$ cat config.mk
export PLATFORM = sky130hd
export DESIGN_NAME = apb_wait_slave_flat
export DESIGN_NICKNAME = d
export VERILOG_FILES = /design/src/rtl/apb_wait_slave_pkg.sv /design/src/rtl/apb_wait_slave_if.sv /design/src/rtl/apb_wait_slave_regbank.sv /design/src/rtl/apb_wait_slave.sv /design/src/flat_wrapper.sv
export SDC_FILE = /design/constraint.sdc
export NUM_CORES = 1
export LEC_CHECK = 0
export CORE_MARGIN = 3
export CORE_UTILIZATION = 66
export DETAILED_ROUTE_END_ITERATION = 8
export GPL_ROUTABILITY_DRIVEN = 1
export GPL_TIMING_DRIVEN = 1
export HOLD_SLACK_MARGIN = 0.08
export PLACE_DENSITY = 0.94
export SKIP_CTS_REPAIR_TIMING = 1
export SLEW_MARGIN = 5
export SYNTH_ARGS = -nofsm -noshare
export SYNTH_HDL_FRONTEND = slang
export SYNTH_SLANG_ARGS = --single-unit
$ cat constraint.sdc
create_clock -name pclk -period 9.7 [get_ports pclk]
set_clock_uncertainty 0.05 [all_clocks]
set_input_delay 1.94 -clock pclk [delete_from_list [all_inputs] [get_ports pclk]]
set_output_delay 1.94 -clock pclk [all_outputs]
set_load 0.005 [all_outputs]
$ cat src/rtl/apb_wait_slave_pkg.sv
// rtl/apb_wait_slave_pkg.sv - shared types and constants for the APB wait-state completer
// Optional feature macro: APB4_PSTRB_EN (byte-strobe writes).
package apb_wait_slave_pkg;

    typedef enum logic [1:0] {
        IDLE  = 2'd0,
        WAIT  = 2'd1,
        READY = 2'd2
    } state_t;

    localparam int CTRL_IDX = 0;
    localparam int ID_IDX   = 1;
    localparam int RAM_BASE = 2;
    localparam int WAIT_W   = 4;

endpackage

$ cat src/rtl/apb_wait_slave_if.sv
// rtl/apb_wait_slave_if.sv - APB3 bus bundle between bridge (master) and completer (slave)
// Signals: psel, penable, paddr, pwrite, pwdata, [pstrb], prdata, pready, pslverr.
// Optional feature macro: APB4_PSTRB_EN adds pstrb.
interface apb_wait_slave_if #(
    parameter int ADDR_W = 12,
    parameter int DATA_W = 32
);
    logic              psel;
    logic              penable;
    logic [ADDR_W-1:0] paddr;
    logic              pwrite;
    logic [DATA_W-1:0] pwdata;
`ifdef APB4_PSTRB_EN
    logic [DATA_W/8-1:0] pstrb;
`endif
    logic [DATA_W-1:0] prdata;
    logic              pready;
    logic              pslverr;

    modport master (
        output psel, penable, paddr, pwrite, pwdata,
`ifdef APB4_PSTRB_EN
        output pstrb,
`endif
        input  prdata, pready, pslverr
    );

    modport slave (
        input  psel, penable, paddr, pwrite, pwdata,
`ifdef APB4_PSTRB_EN
        input  pstrb,
`endif
        output prdata, pready, pslverr
    );
endinterface

$ cat src/rtl/apb_wait_slave_regbank.sv
// rtl/apb_wait_slave_regbank.sv - CTRL/ID/RAM storage, address decode, strobe merge, error flag, read mux
// Ports: clk, rst (sync, high), we (commit strobe), addr/write (latched access),
//        wdata, [strb], err (access would fault), rdata (0 on error), wait_n (CTRL.WAIT_N).
// Optional feature macro: APB4_PSTRB_EN (per-lane write enables from strb).
module apb_wait_slave_regbank
    import apb_wait_slave_pkg::*;
#(
    parameter int          DATA_W   = 32,
    parameter int          ADDR_W   = 12,
    parameter int          DEPTH    = 16,
    parameter logic [3:0]  DEF_WAIT = 4'd0,
    parameter logic [31:0] ID_VALUE = 32'hA5B2_0001
) (
    input  logic              clk,
    input  logic              rst,
    input  logic              we,
    input  logic [ADDR_W-1:0] addr,
    input  logic              write,
    input  logic [DATA_W-1:0] wdata,
`ifdef APB4_PSTRB_EN
    input  logic [DATA_W/8-1:0] strb,
`endif
    output logic              err,
    output logic [DATA_W-1:0] rdata,
    output logic [WAIT_W-1:0] wait_n
);
    localparam int RAM_N  = DEPTH - RAM_BASE;
    localparam int RAM_AW = (RAM_N > 1) ? $clog2(RAM_N) : 1;

    logic [DATA_W-1:0] ram [RAM_N];

    logic [31:0]       idx;
    logic              oob;
    logic              is_ctrl;
    logic              is_id;
    logic              is_ram;
    logic [RAM_AW-1:0] ram_off;
    logic [DATA_W-1:0] raw;
    logic [DATA_W-1:0] merged;

    assign idx     = 32'(addr[ADDR_W-1:2]);
    assign oob     = idx >= 32'(DEPTH);
    assign is_ctrl = idx == 32'(CTRL_IDX);
    assign is_id   = idx == 32'(ID_IDX);
    assign is_ram  = !oob && (idx >= 32'(RAM_BASE));
    assign ram_off = RAM_AW'(idx - 32'(RAM_BASE));

    assign err = (addr[1:0] != 2'b00) || oob || (write && is_id);

    // Unmasked current word; also the base for strobe merging.
    always_comb begin
        raw = '0;
        if (is_ctrl)
            raw = DATA_W'(wait_n);
        else if (is_id)
            raw = ID_VALUE[DATA_W-1:0];
        else if (is_ram)
            raw = ram[ram_off];
    end

    assign rdata = err ? '0 : raw;

`ifdef APB4_PSTRB_EN
    always_comb begin
        merged = raw;
        for (int i = 0; i < DATA_W/8; i++)
            if (strb[i])
                merged[8*i +: 8] = wdata[8*i +: 8];
    end
`else
    assign merged = wdata;
`endif

    always_ff @(posedge clk) begin
        if (rst) begin
            wait_n <= DEF_WAIT;
            for (int i = 0; i < RAM_N; i++)
                ram[i] <= '0;
        end else if (we && !err) begin
            if (is_ctrl)
                wait_n <= merged[WAIT_W-1:0];
            else if (is_ram)
                ram[ram_off] <= merged;
        end
    end
endmodule

$ cat src/rtl/apb_wait_slave.sv
// rtl/apb_wait_slave.sv - APB3 completer with register bank and programmable PREADY wait states
// Ports: pclk, preset (sync, active-high), pclken (state advances only when 1),
//        apb (slave modport: psel/penable/paddr/pwrite/pwdata/[pstrb] in, prdata/pready/pslverr out).
// Optional feature macro: APB4_PSTRB_EN (byte-strobe writes).
module apb_wait_slave
    import apb_wait_slave_pkg::*;
#(
    parameter int          DATA_W   = 32,
    parameter int          ADDR_W   = 12,
    parameter int          DEPTH    = 16,
    parameter logic [3:0]  DEF_WAIT = 4'd0,
    parameter logic [31:0] ID_VALUE = 32'hA5B2_0001
) (
    input  logic            pclk,
    input  logic            preset,
    input  logic            pclken,
    apb_wait_slave_if.slave apb
);
    state_t            state, state_n;
    logic [WAIT_W-1:0] cnt, cnt_n;
    logic [ADDR_W-1:0] addr_q, addr_n;
    logic              write_q, write_n;
    logic [WAIT_W-1:0] wait_n;
    logic              err;
    logic [DATA_W-1:0] rdata;
    logic              we;

    always_ff @(posedge pclk) begin
        if (preset) begin
            state   <= IDLE;
            cnt     <= '0;
            addr_q  <= '0;
            write_q <= 1'b0;
        end else if (pclken) begin
            state   <= state_n;
            cnt     <= cnt_n;
            addr_q  <= addr_n;
            write_q <= write_n;
        end
    end

    always_comb begin
        state_n = state;
        cnt_n   = cnt;
        addr_n  = addr_q;
        write_n = write_q;
        we      = 1'b0;
        case (state)
            IDLE: begin
                // A stray access phase (penable without setup) is ignored.
                if (apb.psel && !apb.penable) begin
                    addr_n  = apb.paddr;
                    write_n = apb.pwrite;
                    if (wait_n == '0) begin
                        state_n = READY;
                    end else begin
                        cnt_n   = wait_n;
                        state_n = WAIT;
                    end
                end
            end
            WAIT: begin
                if (!apb.psel)
                    state_n = IDLE;
                else if (cnt == WAIT_W'(1))
                    state_n = READY;
                else
                    cnt_n = cnt - WAIT_W'(1);
            end
            READY: begin
                state_n = IDLE;
                we      = pclken && apb.psel && write_q;
            end
            default: state_n = IDLE;
        endcase
    end

    // Outputs depend only on registered state and the latched address.
    assign apb.pready  = (state == READY);
    assign apb.pslverr = (state == READY) && err;
    assign apb.prdata  = ((state == READY) && !write_q) ? rdata : '0;

    apb_wait_slave_regbank #(
        .DATA_W   (DATA_W),
        .ADDR_W   (ADDR_W),
        .DEPTH    (DEPTH),
        .DEF_WAIT (DEF_WAIT),
        .ID_VALUE (ID_VALUE)
    ) u_regbank (
        .clk    (pclk),
        .rst    (preset),
        .we     (we),
        .addr   (addr_q),
        .write  (write_q),
        .wdata  (apb.pwdata),
`ifdef APB4_PSTRB_EN
        .strb   (apb.pstrb),
`endif
        .err    (err),
        .rdata  (rdata),
        .wait_n (wait_n)
    );
endmodule

$ cat src/flat_wrapper.sv
// flat-port wrapper written by rule: the top's interface ports become plain ports
module apb_wait_slave_flat import apb_wait_slave_pkg::*;
#(
    parameter int          DATA_W   = 32,
    parameter int          ADDR_W   = 12,
    parameter int          DEPTH    = 16,
    parameter logic [3:0]  DEF_WAIT = 4'd0,
    parameter logic [31:0] ID_VALUE = 32'hA5B2_0001
)
  (pclk, preset, pclken, apb_psel, apb_penable, apb_paddr, apb_pwrite, apb_pwdata, apb_prdata, apb_pready, apb_pslverr);
  apb_wait_slave_if #(.ADDR_W(ADDR_W), .DATA_W(DATA_W)) apb_i ();
  input  logic pclk;
  input  logic preset;
  input  logic pclken;
  input wire logic [$bits(apb_i.psel)-1:0] apb_psel;
  input wire logic [$bits(apb_i.penable)-1:0] apb_penable;
  input wire logic [$bits(apb_i.paddr)-1:0] apb_paddr;
  input wire logic [$bits(apb_i.pwrite)-1:0] apb_pwrite;
  input wire logic [$bits(apb_i.pwdata)-1:0] apb_pwdata;
  output wire logic [$bits(apb_i.prdata)-1:0] apb_prdata;
  output wire logic [$bits(apb_i.pready)-1:0] apb_pready;
  output wire logic [$bits(apb_i.pslverr)-1:0] apb_pslverr;
  assign apb_i.psel = apb_psel;
  assign apb_i.penable = apb_penable;
  assign apb_i.paddr = apb_paddr;
  assign apb_i.pwrite = apb_pwrite;
  assign apb_i.pwdata = apb_pwdata;
  assign apb_prdata = apb_i.prdata;
  assign apb_pready = apb_i.pready;
  assign apb_pslverr = apb_i.pslverr;
  apb_wait_slave #(.DATA_W(DATA_W), .ADDR_W(ADDR_W), .DEPTH(DEPTH), .DEF_WAIT(DEF_WAIT), .ID_VALUE(ID_VALUE)) u_core (.pclk(pclk), .preset(preset), .pclken(pclken), .apb(apb_i));
endmodule
==> results list, run 1 <==
* Warnings from Yosys: 0
- Final instance count without filler cells: 2148
- STA puts the critical path data required time at 7.71 ns.
- Once layout is done, the placed cells without fillers occupy 26300 µm².
* CTS Buf Count: 52
- Across every metal layer, demand over resource in global routing totals 0.372.
- Largest stage delay on the critical path: 1.07 ns
- Number of cells on the worst hold path: 2
* Number of global-route vias before repair: 16100
- When the netlist entered floorplanning its net count stood at 1646.
- After detailed routing, the number of vias per cell comes to 7.43.
- The signal on the critical path passes through inv_1, ha_1, buf_4, nand3_1, o221ai_1, clkdlybuf4s50_1.
* Global route total overflow: 0
- Cell count after placement: 2053
- The total area inside the core boundary comes to 34500 µm².
- Final-report max-slew violation count: 0
* Cell with the largest stage delay on the worst path: sky130_fd_sc_hd__dfxtp_4
- Most frequent standard cell in the layout excluding fill and tap cells: sky130_fd_sc_hd__edfxtp_1
- Measured in cells, the most critical reg-to-reg path has a length of 9.
- Clock period minus worst slack: 7.30 ns
* Post-Synthesis Cell Area: 23200 µm²
- Across the run, the number of max-cap violations was 0.
- TritonCTS built the clock tree.
- Number of antenna violations at the first check in global routing: 0
* Number of remaining DRC errors: 0
- In this run the power density over the cells is 188 nW/µm².
- On the critical path the largest part of the delay comes from buffers and inverters.
- In the final layout, the share of cells above drive strength 1 is 0.168.
- Dpl hpwl: 36700 µm
- Final hold violations: 0
- Worst supply voltage drop on vdd: 0.172 mV
- Clock insertion delay at the later pin of the skew report: 0.59 ns
- Type of element capturing the critical path: output port
- For the final routed database, the setup TNS stands at 0 ns.
* Maximum clock path buffer count: 3
- The flow ran to the end, and the final reports show no timing, DRC or antenna violations.
* Die outline width: 193 µm
* Vias post-DR: 16000
- Syn Inst Count: 1593
* Sinks on the clock net: 535
- After detailed routing, the average wire length per cell comes to 32.4 µm.
* Share of the clock period used by the worst path after layout: 0.753
- The first global-routing pass estimated 103000 µm of wire.
- Final Wtd Congestion: 0.853
* Measured slew at the worst slew-check pin: 1.34 ns
* Number of enable-type register cells in the synthesized netlist: 512
* Detailed Routing Iterations Pass 1: 6
- After synthesis, the netlist uses 43 different library cells.
- Filler instances: 1680
- In this run the worst hold path is classified as reg -> reg.
- Fraction of synthesis flops using an asynchronous set or reset pin: 0
- DRT Wirelength: 69500 µm
- Growth of design area from synthesis to finish: 13.2%
* Count of buffering cells on the critical path with inverters included: 3
- The critical path runs through a total of 6 cells.
- CTS built an H-tree with a depth of 2.
- The initial utilization of the core area, before any placement, comes to 0.671.
* Port Buffers: 83
- For this block, the initial DRC count from the detailed router was 3075.
- In this run the critical register-to-register path is launched from u_core.addr_q[3]$_SDFFE_PP0P_.
- Setup violations remaining at the end of the flow were counted as 0.
* Area after DPL: 24600 µm²
- Number of top-level pins: 84
* Area of the die: 37400 µm²
- Tightest slew margin relative to the limit: 0.108
- Mean instance size in the synthesized netlist: 14.6 µm²
- Launch point of the worst path: u_core.addr_q[3]$_SDFFE_PP0P_
- Number of antenna-violating nets in the routed design: 0
- Critical Path Source Type: flop
* Largest net degree at the start of global routing: 102
- In the layout the commonest cells are sky130_fd_sc_hd__edfxtp_1, sky130_fd_sc_hd__nor2_1, sky130_fd_sc_hd__nand2_1.
* Static Leakage: 8.45 nW
* Most used flip-flop cell after synthesis: sky130_fd_sc_hd__edfxtp_1
* Largest driver fanout on the critical path: 70
* Arrival time at the worst endpoint: 5.31 ns
- Setup repair after global routing left no endpoint under its margin.
* Die outline height: 193 µm
- After clock tree synthesis, the clock-pin slew on the worst setup and hold paths is 0.06 ns.
* Post-synthesis sequential element count: 535
- Based on the critical path, the design can be clocked at up to 137 MHz.
- Final hold slack: 0.412 ns
* Sequential fraction of the synthesis area: 0.683
- Type of the setup path with the least slack: reg -> out
* Launch instance of the worst min-delay path: u_core.addr_q[10]$_SDFFE_PP0P_
* Buffer cell driving the clock tree root: sky130_fd_sc_hd__clkbuf_16
- For this run, the post-layout net count is 1705.
- Row count: 68
-- worst paths after layout --
check                                                     to  slack (ns)
setup / recovery                              apb_prdata[17]        2.40
hold / removal                u_core.addr_q[10]$_SDFFE_PP0P_        0.41
setup reg to reg  u_core.u_regbank.ram[11][23]$_SDFFCE_PN0P_        3.91
hold reg to reg               u_core.addr_q[10]$_SDFFE_PP0P_        0.41
-- routing by layer --
| layer | vias up | global-route usage | routed length (µm) | part of all wire |
|---|---|---|---|---|
| li1 | 6013 | - | - | - |
| met1 | 7575 | 0.476 | 20800 | 0.30 |
| met2 | 1967 | 0.589 | 32900 | 0.47 |
| met3 | 413 | 0.111 | 11100 | 0.16 |
| met4 | 0 | 0.191 | 4700 | 0.068 |
| met5 | - | 0 | 0 | 0 |
-- cell usage after synthesis (2+ instances only) --
master / n / area [µm²]
sky130_fd_sc_hd__a21oi_1: 21 / 105
sky130_fd_sc_hd__a221o_1: 3 / 30.0
sky130_fd_sc_hd__a311oi_1: 2 / 17.5
sky130_fd_sc_hd__a31oi_1: 2 / 12.5
sky130_fd_sc_hd__and2_1: 3 / 18.8
sky130_fd_sc_hd__buf_1: 3 / 11.3
sky130_fd_sc_hd__buf_2: 46 / 230
sky130_fd_sc_hd__buf_4: 3 / 22.5
sky130_fd_sc_hd__clkbuf_1: 61 / 229
sky130_fd_sc_hd__dfxtp_1: 23 / 460
sky130_fd_sc_hd__edfxtp_1: 512 / 15400
sky130_fd_sc_hd__ha_1: 3 / 37.5
sky130_fd_sc_hd__inv_1: 9 / 33.8
sky130_fd_sc_hd__mux2i_1: 20 / 200
sky130_fd_sc_hd__mux4_2: 148 / 3330
sky130_fd_sc_hd__nand2_1: 170 / 638
sky130_fd_sc_hd__nand2b_1: 3 / 18.8
sky130_fd_sc_hd__nand3_1: 10 / 50.1
sky130_fd_sc_hd__nand3b_1: 2 / 15.0
sky130_fd_sc_hd__nand4_1: 7 / 43.8
sky130_fd_sc_hd__nor2_1: 457 / 1720
sky130_fd_sc_hd__nor2b_1: 25 / 156
sky130_fd_sc_hd__nor3_1: 8 / 40.0
sky130_fd_sc_hd__o2111ai_1: 2 / 17.5
sky130_fd_sc_hd__o21ai_0: 18 / 90.1
sky130_fd_sc_hd__o221ai_1: 8 / 70.1
sky130_fd_sc_hd__o31ai_1: 4 / 30.0
sky130_fd_sc_hd__or3b_2: 2 / 17.5
sky130_fd_sc_hd__or4_1: 4 / 30.0
-- cells by family (layout without fill, tap and decap cells) --
logic type | count (synthesis) | after routing | share of synthesized area
buffers and inverters | 122 | 221 | 0.0227
DFF | 535 | 535 | 0.683
xor gates and xnor gates | 2 | 2 | 0.00108
muxes | 168 | 168 | 0.152
adders and majority gates | 3 | 3 | 0.00162
and+or+nand+nor | 697 | 697 | 0.121
other | 0 | 1 | 0
AOI/OAI and AO/OA | 66 | 66 | 0.0185
-- report_power, final --
group          total [mW]  switching (mW)  internal [mW]
clock network        2.02           0.881           1.14
logic               0.291           0.180          0.111
registers            2.63          0.0373           2.59
total                4.93            1.10           3.84
-- worst register-to-register path, cell delays in order (launching register included) --
cell and delay [ns]:
sky130_fd_sc_hd__dfxtp_4 1.07, sky130_fd_sc_hd__inv_1 0.32, sky130_fd_sc_hd__ha_1 0.39, sky130_fd_sc_hd__xor2_4 0.56, sky130_fd_sc_hd__buf_4 0.74, sky130_fd_sc_hd__nand4_1 0.28
sky130_fd_sc_hd__buf_4 0.44, sky130_fd_sc_hd__buf_4 0.56, sky130_fd_sc_hd__o21ai_4 0.46, sky130_fd_sc_hd__buf_4 0.54
-- per-stage QoR --
stage / setup WS, ns / utilization / power, mW
after floorplan: 3.84 / - / 2.82
final: 2.40 / 0.760 / 4.93
after global routing: 2.30 / 0.760 / 5.01
after CTS: 2.63 / 0.760 / 4.90
after detailed placement: 3.44 / 0.712 / 2.94
after global placement: 3.59 / 0.712 / 2.92
-- state kept, by name (all words and copies together), names as in the netlist --
register	flops
u_core.write_q	1
u_core.u_regbank.wait_n	4
u_core.cnt	4
u_core.addr_q	12
u_core.state	2
u_core.u_regbank.ram	512
-- final cells by class --
class / instances / area [µm²] / share of cell area
multi-input combinational: 936 / 7030 / 0.268
clock inverter: 30 / 254 / 0.00968
timing repair buffer: 118 / 1110 / 0.0421
inverter: 9 / 33.8 / 0.00129
sequential: 535 / 15800 / 0.603
clock buffer: 64 / 1410 / 0.0537
antenna: 1 / 2.50 / 0.0000953
tap: 455 / 569 / 0.0217
Note: power is estimated with default switching activity, not from simulation.
==> run 2, diff against run 1 <==
CORE_UTILIZATION = 61   (was 66)
PLACE_DENSITY = 0.89   (was 0.94)
clock period = 6.94 ns   (was 9.7 ns; I/O delays follow)
==> results list, run 2 (synthesis results as in run 1) <==
- After layout, the worst setup slack is 1.56 ns.
- The routed design could run at a clock period as short as 5.38 ns.
* Detailed Route Iter0 Violations: 2183
- Starting Density: 0.626
- Input and output buffers added on the ports amount to 83.
- After detailed routing, the average wire length per cell comes to 29.0 µm.
- In the final layout, the registers with the most flip-flops are u_core.u_regbank.ram: 512 flops, u_core.addr_q: 12 flops.
* Largest stage delay on the critical path: 0.64 ns
- Count of buffering cells on the critical path with inverters included: 3
* Total design power: 6.81 mW
- Total setup violations reported at the end of the flow: 0
- Summed over all failing endpoints, the final setup total negative slack is 0 ns.
- CTS Buf Count: 52
- The repair_antennas step left the layout with diodes totalling 0.
- In this run the clock root is driven by a sky130_fd_sc_hd__clkbuf_16.
* Type of the setup path with the least slack: reg -> out
* Cell with the largest stage delay on the worst path: sky130_fd_sc_hd__nand3_1
- Worst path cell trace: inv_1, ha_1, buf_4, nand3_1, o221ai_1, clkdlybuf4s50_1
* Number of antenna-violating nets in the routed design: 0
* Area after DPL: 24700 µm²
- Leaving out fill and tap cells, the most frequent cells in the layout are sky130_fd_sc_hd__edfxtp_1, sky130_fd_sc_hd__nor2_1, sky130_fd_sc_hd__nand2_1.
- Final Wtd Congestion: 0.853
- Arrival time at the worst endpoint: 3.94 ns
- Final hold violations: 0
* Largest driver fanout on the critical path: 29
- Number of top-level pins: 84
- Growth of design area from synthesis to finish: 13.5%
- Summed over all cells, the static leakage comes to 8.44 nW.
- Tightest slew margin relative to the limit: 0.149
* Clock insertion delay at the later pin of the skew report: 0.60 ns
* Measured slew at the worst slew-check pin: 1.27 ns
* Cell count after placement: 2104
* Die outline width: 201 µm
- Die outline height: 201 µm
- Largest net degree at the start of global routing: 97
* Type of element capturing the critical path: output port
* All-layer global routing usage: 0.318
- Via/cell ratio: 6.88
- Measured on the finished design, the core utilization comes to 0.710.
- Final instance area: 26300 µm²
- Final-report max-slew violation count: 0
- Final hold slack: 0.407 ns
- The first global-routing pass estimated 95800 µm of wire.
- Based on the critical path, the design can be clocked at up to 186 MHz.
* Global route total overflow: 0
- Class of the worst hold path: reg -> reg
* Number of remaining DRC errors: 0
* Number of flip-flops in the largest register: 512
* Final nets: 1708
- Broken down by cell family, the worst path's largest delay share belongs to buffers and inverters.
- After floorplanning, the core was sized to cover 37000 µm².
- The tool flagged a number of max-cap violations equal to 0.
- Sinks on the clock net: 535
- Final instance count without filler cells: 2196
- TritonCTS built the clock tree.
* Required time worst endpoint: 5.50 ns
* Run status: completed
* H-tree levels: 2
- Dpl hpwl: 35100 µm
* Ratio of cells with drive above 1 in the final layout: 0.170
* DRT Wirelength: 63700 µm
- The worst-case IR drop observed on VDD is 0.219 mV.
- Critical Path Source Type: flop
- Filler instances: 2211
- Number of antenna violations at the first check in global routing: 0
- Unrepaired setup endpoints after global routing: no
- The first detailed-routing pass took 6 iterations.
* Vias post-DR: 15100
* Share of the clock period used by the worst path after layout: 0.775
- Largest Register: u_core.u_regbank.ram
- Clock-pin slew was measured on the worst setup and hold paths at 0.06 ns.
* Area of the die: 40400 µm²
- No sink is reached through more buffers than the 3 on the longest clock path.
- Pre-CTS worst setup slack: 1.71 ns
* Most frequent standard cell in the layout excluding fill and tap cells: sky130_fd_sc_hd__edfxtp_1
- Number of global-route vias before repair: 15700
* Total power divided by cell area: 259 nW/µm²
* Row count: 70
run 2: cell types whose count changed in the layout (fill, tap and decap cells not counted), sizes merged:
cell and delta:
clkinv -1, clkbuf -3, diode -1, clkinvlp +2, inv -1, buf +3
run 2: area by class of cell:
cell class              count  area, µm²  share of cell area
flip-flops and latches    535      15800               0.602
multi-input cells         936       7030               0.267
clock buffers              61       1340              0.0507
repair buffers            121       1150              0.0438
well taps                 504        631              0.0240
clock inverters            30        289              0.0110
inverters                   9       33.8             0.00128
run 2: path summary, 6_finish.rpt:
check / depth (start not counted) / start / endpoint / slack [ns]
worst max register to register: 6 / u_core.addr_q[3]$_SDFFE_PP0P_ / u_core.u_regbank.ram[10][29]$_SDFFCE_PN0P_ / 2.67
worst min register to register: 2 / u_core.addr_q[8]$_SDFFE_PP0P_ / u_core.addr_q[8]$_SDFFE_PP0P_ / 0.41
worst min-delay path: 2 / u_core.addr_q[8]$_SDFFE_PP0P_ / u_core.addr_q[8]$_SDFFE_PP0P_ / 0.41
worst max-delay path: 6 / u_core.addr_q[3]$_SDFFE_PP0P_ / apb_prdata[20] / 1.56
run 2: worst register-to-register path, stage by stage, from the launching register on:
cell                      delay, ns
sky130_fd_sc_hd__dfxtp_4       0.59
sky130_fd_sc_hd__inv_1         0.19
sky130_fd_sc_hd__ha_1          0.34
sky130_fd_sc_hd__buf_4         0.49
sky130_fd_sc_hd__nand4_1       0.83
sky130_fd_sc_hd__o31ai_4       0.78
sky130_fd_sc_hd__buf_4         0.60
run 2: metal layers:
layer  global-route usage  vias to the layer above  routed length (µm)
met5                    0                        -                   0
met4                0.168                        0                3410
met3               0.0707                      256                8610
met2                0.505                     1411               30900
met1                0.418                     7438               20800
li1                     -                     6009                   -
run 2: power by group:
| group | internal [mW] | leakage [nW] | switching [mW] | total, mW |
|---|---|---|---|---|
| Clock | 1.53 | 0.788 | 1.22 | 2.75 |
| Sequential | 3.62 | 5.38 | 0.0408 | 3.66 |
| Combinational | 0.157 | 2.27 | 0.245 | 0.401 |
==> run 3, diff against run 2 <==
clock period = 5.15 ns   (was 6.94 ns; I/O delays follow)
==> results list, run 3 (synthesis results as in run 1) <==
- Most frequent standard cell in the layout excluding fill and tap cells: sky130_fd_sc_hd__edfxtp_1
* Max-cap check violation count: 0
- Commonest cells after routing, fill and taps aside: sky130_fd_sc_hd__edfxtp_1, sky130_fd_sc_hd__nor2_1, sky130_fd_sc_hd__nand2_1
* Die outline width: 201 µm
- Arrival time at the worst endpoint: 3.90 ns
- For this block, the routed nets add up to 65100 µm of wire.
- The number of pins exceeding their max-slew limit in the final report is 0.
* CTS tree: done
* Clock insertion delay at the later pin of the skew report: 0.58 ns
- Counting instances, the worst hold path has a depth of 2.
- Of all nets on the critical path, the largest fanout is 8.
- Summed over all layers, the global routing overflow is 0.
- The number of antenna violations at the first check in global routing was 0.
* Required time worst endpoint: 4.07 ns
- Static Leakage: 8.59 nW
- The worst hold path begins at u_core.addr_q[8]$_SDFFE_PP0P_.
- Sinks on the clock net: 535
- Starting Density: 0.626
- Worst R2R End: u_core.u_regbank.ram[11][19]$_SDFFCE_PN0P_
* All-layer global routing usage: 0.325
* Hold EP: u_core.addr_q[8]$_SDFFE_PP0P_
- The setup path with the least slack is of type reg -> out.
- The finished layout holds 2212 standard cells, fillers aside.
* Total power divided by cell area: 349 nW/µm²
* Total design power: 9.27 mW
- Ratio of cells with drive above 1 in the final layout: 0.178
* Die outline height: 201 µm
- Buffer cell driving the clock tree root: sky130_fd_sc_hd__clkbuf_16
- Setup repair after global routing left no endpoint under its margin.
- At the end of routability-driven placement, the weighted congestion stood at 0.839.
- 84 I/O pins were placed.
* Largest Register: u_core.u_regbank.ram
* Number of global-route vias before repair: 15700
- Final hold slack: 0.418 ns
- In this run the remaining antenna-violating nets after routing total 0.
- Largest stage delay on the critical path: 0.64 ns
- Dividing the detail-routed via count by the number of cells gives 6.95.
* Row count: 70
- Type of element capturing the critical path: output port
* Wire length per cell after detailed routing: 29.4 µm
- The first routing iteration left 2472 violations.
* Cell with the largest stage delay on the worst path: sky130_fd_sc_hd__or4_1
- At the end of the flow, the number of nets in the layout was 1721.
- Area of the core: 37000 µm²
* Share of the clock period used by the worst path after layout: 0.966
- The first TritonRoute pass finished after 6 iterations.
* CTS Buf Count: 51
- Including well taps, the total number of placed cells is 2119.
- Worst supply voltage drop on vdd: 0.268 mV
- Launching point of the worst reg2reg path: u_core.addr_q[2]$_SDFFE_PP0P_
- Number of flip-flops in the largest register: 512
- Number of remaining DRC errors: 0
- Dpl hpwl: 35000 µm
* Critical Path Source Type: flop
* Largest net degree at the start of global routing: 139
- Based on the critical path, the design can be clocked at up to 201 MHz.
- Across all layers, the routed design uses 15400 vias.
* Run status: completed
- Clock period minus worst slack: 4.98 ns
- Register clock-pin slew on the reported worst setup and hold paths: 0.06 ns
- The min-delay analysis places its worst path in the category reg -> reg.
- At the pin with the least slew margin, the transition time is 1.18 ns.
- Port Buffers: 83
* Setup slack of the most critical reg-to-reg path: 1.34 ns
* Growth of design area from synthesis to finish: 14.7%
- Maximum clock path buffer count: 3
- For the worst flop-to-flop path, the logic depth is 6.
* Wire length of the first global-routing pass: 98300 µm
- Final hold violations: 0
- H-tree levels: 2
- Largest registers ranked by flip-flop count: u_core.u_regbank.ram: 512 flops, u_core.addr_q: 12 flops
- Adding up every negative setup slack in the final design gives 0 ns.
- Setup violations remaining at the end of the flow were counted as 0.
* Tightest slew margin relative to the limit: 0.210
- The die covers 40400 µm².
- Traced cell by cell, the critical path runs through or4_1, nor3_1, nand3_1, o221ai_1, clkdlybuf4s50_1.
## run 3: cell types whose count changed in the layout (fill, tap and decap cells not counted), sizes merged
cell	change
clkbuf	-4
diode	+1
bufinv	+2
clkinv	+6
clkinvlp	-3
buf	+14
## run 3: worst max path at each step
stage                                        startpoint                                          to  slack, ns  cells after the start
final                     u_core.addr_q[7]$_SDFFE_PP0P_                              apb_prdata[29]       0.17                      5
after global routing      u_core.addr_q[2]$_SDFFE_PP0P_                              apb_prdata[20]       0.07                      6
after CTS                 u_core.addr_q[2]$_SDFFE_PP0P_                              apb_prdata[20]       0.27                      6
after detailed placement                         pclken  u_core.u_regbank.ram[11][15]$_SDFFCE_PN0P_       0.81                      6
after global placement    u_core.addr_q[2]$_SDFFE_PP0P_                              apb_prdata[23]       0.94                      6
after floorplan           u_core.addr_q[3]$_SDFFE_PP0P_   u_core.u_regbank.ram[12][0]$_SDFFCE_PN0P_       0.12                      8
## run 3: final cells by class
class / instances / area (µm²)
Sequential cell: 535 / 15800
Fill cell: 2015 / 10500
Multi-Input combinational cell: 936 / 7030
Timing Repair Buffer: 135 / 1380
Clock buffer: 57 / 1320
Tap cell: 504 / 631
Clock inverter: 35 / 338
Inverter: 9 / 33.8
Antenna cell: 1 / 2.50
## run 3: report_power, final
part | switching (mW) | internal [mW]
clock | 1.63 | 2.15
sequential | 0.0575 | 4.87
combinational | 0.334 | 0.226
total | 2.02 | 7.25
## run 3: worst max-delay path, delay by kind of cell (launching register included)
kind	cells	cell delay (ns)
compound gates	1	0.50
buf+inv	1	0.58
flops	1	0.31
simple gates	3	1.92
## run 3: stage by stage
stage / util / cell area, µm² / setup slack, ns
3_5_place_dp: 0.673 / 24900 / 0.811
6_report: 0.718 / 26600 / 0.173
5_1_grt: 0.718 / 26600 / 0.0678
4_1_cts: 0.718 / 26600 / 0.271
3_3_place_gp: 0.673 / 24900 / 0.941
2_1_floorplan: - / 23200 / 0.120
## run 3: per-layer routing
metal / wire length (µm) / track usage
met5: 0 / 0
met4: 3400 / 0.157
met3: 9280 / 0.0812
met2: 31400 / 0.523
met1: 21000 / 0.423
